$ cat src/rtl/core_ctrl_pkg.sv
// Shared definitions for the multicycle control FSM.
// State encodings, PC/writeback select codes, decoded-flag bit positions.
package core_ctrl_pkg;

    // FSM state encodings (3-bit, exported on state_o)
    localparam logic [2:0] ST_FETCH  = 3'd0;
    localparam logic [2:0] ST_DECODE = 3'd1;
    localparam logic [2:0] ST_EXEC   = 3'd2;
    localparam logic [2:0] ST_MEM    = 3'd3;
    localparam logic [2:0] ST_WB     = 3'd4;
    localparam logic [2:0] ST_HALT   = 3'd5;

    // PC source select
    localparam logic [1:0] PC_PLUS4 = 2'b00;
    localparam logic [1:0] PC_IMM   = 2'b01;
    localparam logic [1:0] PC_JALR  = 2'b10;

    // Writeback source select
    localparam logic [1:0] WB_ALU = 2'b00;
    localparam logic [1:0] WB_MEM = 2'b01;
    localparam logic [1:0] WB_PC4 = 2'b10;

    // Bit positions inside dec_ctrl_i
    localparam int DC_W         = 6;
    localparam int DC_REG_WRITE = 5;
    localparam int DC_BRANCH    = 4;
    localparam int DC_JUMP      = 3;
    localparam int DC_JALR      = 2;
    localparam int DC_MEM_READ  = 1;
    localparam int DC_MEM_WRITE = 0;

    typedef struct packed {
        logic reg_write;
        logic branch;
        logic jump;
        logic jalr;
        logic mem_read;
        logic mem_write;
    } dec_ctrl_t;

    function automatic logic is_mem_op(input dec_ctrl_t dc);
        return dc.mem_read | dc.mem_write;
    endfunction

endpackage

$ cat src/rtl/mem_wait_timer.sv
// Counts consecutive cycles a memory request waits without an ack.
// Ports: clk_i, rst_i, clear_i (restart), count_i (waiting, no ack), expired_o.
module mem_wait_timer #(
    parameter int unsigned TIMEOUT = 16
) (
    input  logic clk_i,
    input  logic rst_i,
    input  logic clear_i,
    input  logic count_i,
    output logic expired_o
);

    localparam int CW = (TIMEOUT < 2) ? 1 : $clog2(TIMEOUT + 1);

    logic [CW-1:0] cnt_q;
    logic [CW-1:0] cnt_d;

    always_comb begin
        cnt_d = cnt_q;
        if (clear_i) begin
            cnt_d = '0;
        end else if (count_i) begin
            cnt_d = cnt_q + CW'(1);
        end
    end

    // Expires in the cycle that would bring the count to TIMEOUT;
    // an ack in that cycle drops count_i, so the ack wins.
    assign expired_o = count_i && !clear_i && (cnt_q == CW'(TIMEOUT - 1));

    always_ff @(posedge clk_i) begin
        if (rst_i) begin
            cnt_q <= '0;
        end else begin
            cnt_q <= cnt_d;
        end
    end

endmodule

$ cat src/rtl/multicycle_ctrl.sv
// Multicycle RISC-V control FSM: FETCH, DECODE, EXEC, MEM, WB, HALT.
// Ports: imem/dmem handshakes, decoded flags in, PC/RF/IR controls, state_o, bus_err_o.
module multicycle_ctrl
    import core_ctrl_pkg::*;
#(
    parameter int unsigned TIMEOUT = 16
) (
    input  logic        clk_i,
    input  logic        rst_i,
    output logic        imem_req_o,
    input  logic        imem_ack_i,
    output logic        ir_load_o,
    input  logic [5:0]  dec_ctrl_i,
    input  logic        br_taken_i,
    output logic        dmem_req_o,
    output logic        dmem_we_o,
    input  logic        dmem_ack_i,
    output logic        pc_write_o,
    output logic [1:0]  pc_src_o,
    output logic        rf_we_o,
    output logic [1:0]  wb_sel_o,
    output logic [2:0]  state_o,
    output logic        bus_err_o
);

    logic [2:0] state_q;
    logic [2:0] state_d;
    logic       bus_err_q;
    logic       bus_err_d;

    dec_ctrl_t  dc;
    logic       wait_st;
    logic       ack_st;
    logic       tmr_clear;
    logic       tmr_count;
    logic       tmr_expired;

    assign dc = dec_ctrl_t'(dec_ctrl_i);

    // Only the ack matching the current request state is seen
    always_comb begin
        wait_st = 1'b0;
        ack_st  = 1'b0;
        if (state_q == ST_FETCH) begin
            wait_st = 1'b1;
            ack_st  = imem_ack_i;
        end else if (state_q == ST_MEM) begin
            wait_st = 1'b1;
            ack_st  = dmem_ack_i;
        end
    end

    // Held at zero outside FETCH/MEM so each entry starts from 0
    assign tmr_clear = !wait_st || ack_st;
    assign tmr_count = wait_st && !ack_st;

    mem_wait_timer #(
        .TIMEOUT (TIMEOUT)
    ) u_timer (
        .clk_i     (clk_i),
        .rst_i     (rst_i),
        .clear_i   (tmr_clear),
        .count_i   (tmr_count),
        .expired_o (tmr_expired)
    );

    always_comb begin
        state_d = state_q;
        unique case (state_q)
            ST_FETCH: begin
                if (imem_ack_i) begin
                    state_d = ST_DECODE;
                end else if (tmr_expired) begin
                    state_d = ST_HALT;
                end
            end
            ST_DECODE: state_d = ST_EXEC;
            ST_EXEC: begin
                // Branch resolves PC here; WB only if it also writes a reg
                if (dc.branch) begin
                    state_d = dc.reg_write ? ST_WB : ST_FETCH;
                end else if (is_mem_op(dc)) begin
                    state_d = ST_MEM;
                end else begin
                    state_d = ST_WB;
                end
            end
            ST_MEM: begin
                if (dmem_ack_i) begin
                    state_d = dc.mem_write ? ST_FETCH : ST_WB;
                end else if (tmr_expired) begin
                    state_d = ST_HALT;
                end
            end
            ST_WB:   state_d = ST_FETCH;
            ST_HALT: state_d = ST_HALT;
            default: state_d = ST_FETCH;
        endcase
    end

    assign bus_err_d = bus_err_q | tmr_expired;

    always_ff @(posedge clk_i) begin
        if (rst_i) begin
            state_q   <= ST_FETCH;
            bus_err_q <= 1'b0;
        end else begin
            state_q   <= state_d;
            bus_err_q <= bus_err_d;
        end
    end

    // Output decode; everything is forced quiet while rst_i is high
    always_comb begin
        imem_req_o = 1'b0;
        ir_load_o  = 1'b0;
        dmem_req_o = 1'b0;
        dmem_we_o  = 1'b0;
        pc_write_o = 1'b0;
        pc_src_o   = PC_PLUS4;
        rf_we_o    = 1'b0;
        wb_sel_o   = WB_ALU;
        if (!rst_i) begin
            unique case (state_q)
                ST_FETCH: begin
                    imem_req_o = 1'b1;
                    ir_load_o  = imem_ack_i;
                end
                ST_EXEC: begin
                    // Taken or not, a branch retires its PC update here
                    if (dc.branch) begin
                        pc_write_o = 1'b1;
                        pc_src_o   = br_taken_i ? PC_IMM : PC_PLUS4;
                    end
                end
                ST_MEM: begin
                    dmem_req_o = 1'b1;
                    dmem_we_o  = dc.mem_write;
                    if (dmem_ack_i && dc.mem_write) begin
                        pc_write_o = 1'b1;
                    end
                end
                ST_WB: begin
                    rf_we_o    = dc.reg_write;
                    pc_write_o = !dc.branch;
                    if (dc.mem_read) begin
                        wb_sel_o = WB_MEM;
                    end else if (dc.jump || dc.jalr) begin
                        wb_sel_o = WB_PC4;
                    end
                    if (dc.jalr) begin
                        pc_src_o = PC_JALR;
                    end else if (dc.jump) begin
                        pc_src_o = PC_IMM;
                    end
                end
                default: ;
            endcase
        end
    end

    assign state_o   = state_q;
    assign bus_err_o = bus_err_q;

endmodule

$ cat config.mk
export PLATFORM = sky130hd
export DESIGN_NAME = multicycle_ctrl
export DESIGN_NICKNAME = d
export VERILOG_FILES = /design/src/rtl/core_ctrl_pkg.sv /design/src/rtl/mem_wait_timer.sv /design/src/rtl/multicycle_ctrl.sv
export SDC_FILE = /design/constraint.sdc
export NUM_CORES = 1
export LEC_CHECK = 0
export ABC_AREA = 1
export BUFFER_PORTS_ARGS = -buffer_cell sky130_fd_sc_hd__clkbuf_2
export CAP_MARGIN = 20
export CELL_PAD_IN_SITES_DETAIL_PLACEMENT = 0
export CELL_PAD_IN_SITES_GLOBAL_PLACEMENT = 2
export CORE_ASPECT_RATIO = 1.4
export CORE_MARGIN = 3
export CORE_UTILIZATION = 21
export CTS_BUF_LIST = sky130_fd_sc_hd__clkbuf_4
export CTS_CLUSTER_DIAMETER = 60
export DETAILED_ROUTE_END_ITERATION = 7
export PLACE_DENSITY = 0.78
export SYNTH_ARGS = -nofsm -noshare
export SYNTH_HDL_FRONTEND = slang
export SYNTH_SLANG_ARGS = --single-unit
$ cat constraint.sdc
create_clock -name clk_i -period 1.35 [get_ports clk_i]
set_clock_uncertainty 0.2 [all_clocks]
set_input_delay 0.27 -clock clk_i [delete_from_list [all_inputs] [get_ports clk_i]]
set_output_delay 0.27 -clock clk_i [all_outputs]
set_load 0.05 [all_outputs]
# Word level (Yosys, flattened, before mapping)
# Cells that the tools add are included.
[totals]
reg_bits = 9
out_inout_bits = 14
[classes]
add_sub_neg = 1
n_eq_ne = 6
mux = 35
reduce_logical = 12
n_bitwise = 2
[op_table]
columns = ["operator", "count"]
rows = [
  ["2-to-1 mux 3 bit", 7],
  ["2-to-1 mux 1 bit", 19],
  ["one-hot mux 3 bit (5 select lines)", 1],
  ["2-to-1 mux 2 bit", 6],
  ["equality test 3 x 2 -> 1 bit, second input constant", 2],
  ["equality test 3 bit, second input constant", 2],
  ["adder 5 x 1 -> 5 bit, second input constant", 1],
  ["equality test 5 x 4 -> 1 bit, second input constant", 1],
  ["logical AND 1 bit", 4],
  ["logical NOT 1 bit", 4],
  ["one-hot mux 2 bit (2 select lines)", 1],
  ["equality test 3 x 1 -> 1 bit, second input constant", 1],
  ["logical NOT 3 bit", 1],
  ["one-hot mux 1 bit (3 select lines)", 1],
  ["logical OR 1 bit", 2],
  ["bitwise OR 1 bit", 2],
  ["OR reduction 2 bit", 1],
]

# Depth between registers and ports, before layout
# Gate-level depths: netlist of the first run.
[depth]
depth_word = 11
ltp_mapped = 9
depth_no_buf = 9

# Modules after synthesis
# A second synthesis of the first run with hierarchy kept.
[hier_totals]
cells_unflattened = 109
hier_area_um2 = 658.1
[by_module_without_submodules]
columns = ["module", "n_inst", "cells_per_inst", "area_each_um2"]
rows = [
  ["multicycle_ctrl", 1, 78, 392.9],
  ["mem_wait_timer", 1, 31, 265.3],
]

# Worst setup path after synthesis of the first run
# OpenSTA, ideal clock, no wires.
[synth_timing]
path_type = "flip-flop to output port"
from = "reg state_q[0], in the netlist state_o[0]"
to = "out dmem_we_o"
path_buffers = 0
slack_ns = -1.204
arrival_ns = 2.084
stages_incl_launch_ff = 5
path_cell_list = "dfxtp_1 > nand2_1 > nor2_2 > inv_1 > nor3_1"
[synth_via]
elab_chain_len = 3
[synth_lines]
columns = ["element", "line_no", "source"]
rows = [
  ["start, declared", "multicycle_ctrl.sv:26", "logic [2:0] state_q;"],
  ["start signal, assigned", "multicycle_ctrl.sv:108", "state_q <= state_d;"],
  ["equality test 3 x 2 -> 1 bit", "multicycle_ctrl.sv:124", "unique case (state_q)"],
  ["2-to-1 mux 1 bit", "multicycle_ctrl.sv:124", ""],
  ["2-to-1 mux 1 bit", "multicycle_ctrl.sv:123", "if (!rst_i) begin"],
  ["end, declared", "multicycle_ctrl.sv:16", "output logic dmem_we_o,"],
]
# Every way passes these cells.

# Worst setup path in the final report of the first run
[layout_timing]
from = "reg state_q[1], in the netlist state_o[1]"
to = "out pc_src_o[0]"
[layout_via]
elab_chain_len = 3
word_cells_on_any_way = 4
[layout_lines]
columns = ["element", "line_no", "source"]
rows = [
  ["equality test 3 bit / equality test 3 x 2 -> 1 bit (equally long branches)", "multicycle_ctrl.sv:124", ""],
  ["one-hot mux 2 bit (2 select lines) *", "multicycle_ctrl.sv:124", ""],
  ["2-to-1 mux 2 bit *", "multicycle_ctrl.sv:123", ""],
  ["end, declared", "multicycle_ctrl.sv:19", "output logic [1:0] pc_src_o,"],
]
# Mark *: on every way between the ends. The rest lies on a longest branch, timed or not.

==> results of run 1 <==
## worst paths after layout
check / from / end / slack (ns) / cells past startpoint
setup / recovery: state_o[1]$_SDFF_PP0_ / pc_src_o[0] / -0.43 / 7
hold reg to reg: bus_err_o$_SDFF_PP0_ / bus_err_o$_SDFF_PP0_ / 0.24 / 2
hold / removal: dec_ctrl_i[0] / state_o[2]$_SDFF_PP0_ / 0.12 / 4
setup reg to reg: state_o[1]$_SDFF_PP0_ / state_o[1]$_SDFF_PP0_ / -0.13 / 10
## metal layers
layer / vias to the layer above / track usage [%]
met2: 16 / 24.7
met3: 2 / 0.871
met1: 333 / 10.8
met4: 0 / 8.30
li1: 394 / -
met5: - / 0
## sequential cells by signal, summed over array words and instances, names as in the netlist
name and flops:
u_timer.cnt_q 5, state_o 3, bus_err_o 1
## final cells by class
class,count,area share (%)
Tap cell,34,3.10
Multi-Input combinational cell,63,39.6
Sequential cell,9,14.1
Timing Repair Buffer,48,35.4
Clock buffer,4,2.19
Inverter,19,5.57
## cells by family (layout without fill, tap and decap cells)
logic type	after synthesis	after routing	synth area share [%]
simple gates	48	48	36.3
flops	9	9	31.3
xor+xnor	2	2	3.04
fa+ha+maj	2	2	4.35
buf+inv	20	71	13.0
compound gates	11	11	12.0
## metrics by stage
step           instance area, sq um  TNS, ns  setup WS (ns)  hold WS (ns)  instances
2_1_floorplan                   724    -2.17         -0.268         0.220         92
3_3_place_gp                   1070    -1.98         -0.275         0.232        170
3_5_place_dp                   1070    -2.13         -0.268         0.243        170
4_1_cts                        1290    -4.68         -0.454         0.123        177
5_1_grt                        1370    -5.72         -0.505         0.140        177
6_report                       1370    -4.46         -0.425         0.125        177
## synthesized netlist by cell type (2+ instances only)
library cell / n / area [sq um]
sky130_fd_sc_hd__nand2_2: 3 / 18.8
sky130_fd_sc_hd__ha_1: 2 / 25.0
sky130_fd_sc_hd__a21oi_1: 3 / 15.0
sky130_fd_sc_hd__nand3_1: 5 / 25.0
sky130_fd_sc_hd__nor3_1: 3 / 15.0
sky130_fd_sc_hd__o21a_1: 2 / 15.0
sky130_fd_sc_hd__dfxtp_1: 9 / 180
sky130_fd_sc_hd__inv_1: 19 / 71.3
sky130_fd_sc_hd__nand2_1: 14 / 52.6
sky130_fd_sc_hd__o21ai_0: 3 / 15.0
sky130_fd_sc_hd__nor2_1: 20 / 75.1
## repair_timing
item	4_1_cts	5_1_grt
buffers inserted	3	1
setup endpoints to repair	16	23
endpoints found under the hold margin	0	0
gates resized for setup	34	28
pin swaps	8	15
## worst register-to-register path, delay by kind of cell (launching register included)
| family | cells | cell delay [ns] |
|---|---|---|
| and+or+nand+nor | 7 | 0.55 |
| DFF | 1 | 0.36 |
| buffers and inverters | 3 | 0.28 |
## where the power goes
group / switching, mW / internal, mW / total, mW
logic: 0.281 / 0.247 / 0.527
clock network: 0.0906 / 0.134 / 0.224
registers: 0.0244 / 0.285 / 0.309
==> metrics.sh, run 1 <==
SYNTH_ASYNC_SR_FLOP_SHARE_PCT=0
HOLD_VIOL=0
DETAIL_ROUTE.FIRST_PASS.ITERATIONS=4
GRT_START_MAX_NET_PINS=8
CPPEAKSTAGEDELAY_NS=0.37
DETAILROUTE.VIA_COUNT=745
SEQUENTIAL_CELL_AREA_SQ_UM=194
FIN_NETS=157
IRDROPWORSTVDD_mV=0.564
VIAS_IN_THE_FIRST_GLOBAL_ROUTE=752
SYNTH-EDFF-COUNT=0
TRITONCTS='yes'
CTS-ROOT-BUF='sky130_fd_sc_hd__clkbuf_4'
POSTSYNTHNETCOUNT=105
RSZ0062_AT_GRT='yes'
CTS_HOLD_BUF=0
FAILING_CHECKS='setup timing'
POST-ROUTE-PERIOD-UTIL_PCT=131
WL_MET2_MICRONS=1120
CP_DATA_REQUIRED_TIME_NS=0.88
DIE_Y_MICRONS=67.9
IO_BUF_COUNT=24
BOUNDARYPINS=25
PLACE.GP.CONGESTION=0.742
TOTAL_LEAKAGE_POWER_nW=0.639
MOST_COMMON_CELL_AFTER_LAYOUT_FILL_AND_TAPS_ASIDE='sky130_fd_sc_hd__buf_4'
WIRE_PER_INST_MICRONS=10.6
NUMCTSBUFFERS=3
TIMING.MAX_SLEW.REL_SLACK_PCT=78.2
DRC_ERRORS=0
FIRST_ITER_VIOLATIONS=3
TOP_LAYER='met4'
WORST_SETUP_SLACK_FINAL_NS=-0.425
TIMING.CRITICAL_PATH.BUF_INV=2
TOTAL_POWER_mW=1.06
DETAILEDPLACEMENTHPWL_MICRONS=1500
STATUS='finished with violations'
MOSTFREQUENTLAYOUTCELLS='20 x sky130_fd_sc_hd__buf_4, 13 x sky130_fd_sc_hd__inv_1, 12 x sky130_fd_sc_hd__nor2_4, 10 x sky130_fd_sc_hd__clkbuf_2, 9 x sky130_fd_sc_hd__nand2_1'
CP_CELL_SEQUENCE='inv_4 -> nor2_1 -> nand2_1 -> nor2_2 -> a32oi_1 -> nor2_4 -> buf_8'
STANDARD_CELL_CORE_AREA_SQ_UM=2500
SYN_AVG_CELL_AREA_SQ_UM=6.26
SYNTH-SEQ-CELLS=9
SYN-INSTANCE-COUNT=92
INITIAL_ANTENNA_VIOLATION_COUNT=0
TIMING_WORST_SETUP_PATH_TYPE='flop to output pin'
TRACK_USAGE_PCT=12.0
INITIAL_UTILIZATION_PCT=23.1
DRT-VIAS-PER-INSTANCE=4.21
WORST-ENDPOINT-ARRIVAL_NS=1.31
SLEW_VIOL_FINAL=0
DIE_AREA_SQ_UM=3410
WORSTSETUPENDPOINTTYPE='output pin'
WORSTHOLDPATHTYPE='primary input to flop'
FILLERS=242
FINALWORSTPATHREQUIREDPERIOD_NS=1.78
SYNTH.YOSYS.SEQ_AREA_SHARE_PCT=31.3
AREA_DELTA_SYNTH_FINAL_PCT=138
FLOORPLAN.ROWS=21
CP_SLOWEST_CELL='sky130_fd_sc_hd__dfxtp_4'
SYNTH.YOSYS.WARNINGS=0
FINAL_ANTENNA_NET_COUNT=0
GRT_PASS1_WL_MICRONS=3050
WORST_SLEW_PIN_TRAN_NS=0.324
WL_MET3_MICRONS=62
CRITICAL_PATH.MAX_FANOUT=3
NETLIST-CELL-TYPE-COUNT=20
CRIT_FAMILY='simple AND/OR/NAND/NOR gates'
SETUP_VIOLATIONS=17
CLOCK_INSERTION_DELAY_WORST_SKEW_NS=0.26
MAX_FREQ_MHz=563
GLOBALROUTE.TOTALOVERFLOW=0
DIE_X_MICRONS=50.2
DRIVE_GT1_SHARE_PCT=68.5
H_TREE_DEPTH=1
CELLPOWERDENSITY_nW_PER_UM2=774
ROUTE.LAYER.MET1.WL_MICRONS=679
SYN_AREA_SQ_UM=576
CLOCK_PIN_SLEW_REPORTED_FOR_THE_WORST_SETUP_AND_HOLD_PATHS_AFTER_CLOCK_TREE_SYNTHESIS_NS=0.06
CTS_NUM_SINKS=9
CLOCK_TREE.BUFFER_DEPTH=2
COUNT_OF_MAXIMUM_CAPACITANCE_VIOLATIONS=0
ROUTE.FINAL.WIRE_LENGTH_MICRONS=1880
MULTI_INPUT_COMB_AREA_SQ_UM=543
FIN_UTIL_PCT=54.9
POSTSYNTH.TOPFLOPCELL='sky130_fd_sc_hd__dfxtp_1'
START_KIND='flop'
NUM_ANTENNA_CELLS=0
Note: power is estimated with default switching activity, not from simulation.
==> run 2, diff against run 1 <==
TNS_END_PERCENT = 5   (was not set)
==> metrics.sh, run 2 (same netlist as run 1, synthesis figures left out) <==
WORST_SETUP_SLACK_FINAL_NS=-0.455
TIMING_WORST_SETUP_PATH_TYPE='flop to output pin'
FINALWORSTPATHREQUIREDPERIOD_NS=1.80
IRDROPWORSTVDD_mV=0.659
PLACE.GP.CONGESTION=0.711
VIAS_IN_THE_FIRST_GLOBAL_ROUTE=797
CP_CELL_SEQUENCE='nand2_4 -> nor2_4 -> inv_2 -> buf_6 -> nor3_4 -> buf_8'
CLOCK_PIN_SLEW_REPORTED_FOR_THE_WORST_SETUP_AND_HOLD_PATHS_AFTER_CLOCK_TREE_SYNTHESIS_NS=0.06
DIE_Y_MICRONS=67.9
START_KIND='flop'
DETAIL_ROUTE.FIRST_PASS.ITERATIONS=4
FLOORPLAN.ROWS=21
WL_MET3_MICRONS=69
COUNT_OF_MAXIMUM_CAPACITANCE_VIOLATIONS=0
CLOCK_TREE.BUFFER_DEPTH=2
AREA_DELTA_SYNTH_FINAL_PCT=132
H_TREE_DEPTH=1
CTS_HOLD_BUF=0
NUMCTSBUFFERS=3
WORST-ENDPOINT-ARRIVAL_NS=1.33
CRIT_FAMILY='flip-flops'
WL_MET2_MICRONS=1140
TOTAL_LEAKAGE_POWER_nW=0.635
CPPEAKSTAGEDELAY_NS=0.39
TOP_LAYER='met4'
STATUS='finished with violations'
INITIAL_UTILIZATION_PCT=23.1
NUM_ANTENNA_CELLS=0
ROUTE.LAYER.MET1.WL_MICRONS=682
POST-ROUTE-PERIOD-UTIL_PCT=134
TRITONCTS='yes'
WORSTHOLDPATHTYPE='primary input to flop'
GLOBALROUTE.TOTALOVERFLOW=0
RSZ0062_AT_GRT='yes'
SLEW_VIOL_FINAL=0
DETAILROUTE.VIA_COUNT=792
CP_SLOWEST_CELL='sky130_fd_sc_hd__dfxtp_4'
MOSTFREQUENTLAYOUTCELLS='23 x sky130_fd_sc_hd__buf_4, 13 x sky130_fd_sc_hd__inv_1, 10 x sky130_fd_sc_hd__nor2_4, 10 x sky130_fd_sc_hd__nand2_1, 10 x sky130_fd_sc_hd__clkbuf_2'
TRACK_USAGE_PCT=12.0
FIRST_ITER_VIOLATIONS=6
WIRE_PER_INST_MICRONS=10.8
FIN_NETS=160
MOST_COMMON_CELL_AFTER_LAYOUT_FILL_AND_TAPS_ASIDE='sky130_fd_sc_hd__buf_4'
FINAL_INSTANCE_COUNT_EXCL_FILLERS=180
HOLD_VIOL=0
DIE_AREA_SQ_UM=3410
ROUTE.FINAL.WIRE_LENGTH_MICRONS=1940
BOUNDARYPINS=25
LARGEST_REGISTER_FF_COUNT=5
WORST_SLEW_PIN_TRAN_NS=0.238
PLACEDCELLCOUNT=172
FAILING_CHECKS='setup timing'
TIMING.MAX_SLEW.REL_SLACK_PCT=84.0
FILLERS=241
REGISTERS.TOP_BY_FF_COUNT='u_timer.cnt_q'
MAX_FREQ_MHz=554
CP_DATA_REQUIRED_TIME_NS=0.88
CTS-ROOT-BUF='sky130_fd_sc_hd__clkbuf_4'
WORSTSETUPENDPOINTTYPE='output pin'
GRT_START_MAX_NET_PINS=7
TOTAL_POWER_mW=1.06
DIE_X_MICRONS=50.2
FINAL_ANTENNA_NET_COUNT=0
DRC_ERRORS=0
DRT-VIAS-PER-INSTANCE=4.40
CLOCK_INSERTION_DELAY_WORST_SKEW_NS=0.26
DETAILEDPLACEMENTHPWL_MICRONS=1520
CELLPOWERDENSITY_nW_PER_UM2=794
SETUP_VIOLATIONS=16
CTS_NUM_SINKS=9
TIMING.CRITICAL_PATH.BUF_INV=3
GRT_PASS1_WL_MICRONS=3100
CRITICAL_PATH.MAX_FANOUT=4
STANDARD_CELL_CORE_AREA_SQ_UM=2500
INITIAL_ANTENNA_VIOLATION_COUNT=0
DRIVE_GT1_SHARE_PCT=64.4
IO_BUF_COUNT=24
[run 2: layer usage]
metal  up-vias  track usage (%)
li1        394                -
met1       368             10.8
met2        24             25.3
met3         6            0.654
met4         0             7.27
met5         -                0
[run 2: power by group]
group / switching (mW) / total (mW) / leakage [nW] / internal, mW
Combinational: 0.266 / 0.526 / 0.541 / 0.260
Sequential: 0.0275 / 0.312 / 0.0761 / 0.285
Clock: 0.0906 / 0.224 / 0.0184 / 0.134
Total: 0.385 / 1.06 / 0.635 / 0.678
[run 2: through the flow]
step | setup slack (ns) | utilization, % | setup TNS [ns] | cell area [sq um] | hold WS [ns]
after floorplan | -0.308 | - | -3.27 | 659 | 0.218
after global placement | -0.302 | 40.9 | -3.10 | 1020 | 0.235
after detailed placement | -0.334 | 40.9 | -3.39 | 1020 | 0.249
after CTS | -0.484 | 50.6 | -5.01 | 1260 | 0.205
after global routing | -0.532 | 53.6 | -5.46 | 1340 | 0.231
final | -0.455 | 53.6 | -4.45 | 1340 | 0.216
[run 2: final cells by class]
cell class / instances / area, sq um / share of cell area [%]
multi-input combinational: 63 / 484 / 36.2
clock buffer: 4 / 30.0 / 2.25
timing repair buffer: 51 / 510 / 38.2
tap: 34 / 42.5 / 3.18
inverter: 19 / 76.3 / 5.71
sequential: 9 / 194 / 14.5
[run 2: path summary, 6_finish.rpt]
path	start	to	slack (ns)	depth (start not counted)
worst min-delay path	dmem_ack_i	state_o[2]$_SDFF_PP0_	0.22	5
worst max register to register	state_o[0]$_SDFF_PP0_	state_o[0]$_SDFF_PP0_	-0.16	9
worst min register to register	bus_err_o$_SDFF_PP0_	bus_err_o$_SDFF_PP0_	0.25	2
worst max-delay path	state_o[0]$_SDFF_PP0_	dmem_we_o	-0.45	6
[run 2: what timing repair did]
| item | 4_1_cts | 5_1_grt |
|---|---|---|
| gates resized for setup | 46 | 22 |
| endpoints found under the hold margin | 0 | 0 |
| endpoints found under the setup margin | 18 | 22 |
| setup buffers | 3 | 1 |
| pin swaps | 4 | 6 |
| gates cloned | 0 | 0 |
[run 2: tightest hold or removal path: stages]
cell,delay (ns)
sky130_fd_sc_hd__clkbuf_2,0.09
sky130_fd_sc_hd__buf_4,0.11
sky130_fd_sc_hd__a21oi_1,0.06
sky130_fd_sc_hd__nand2_1,0.07
sky130_fd_sc_hd__a21oi_2,0.05
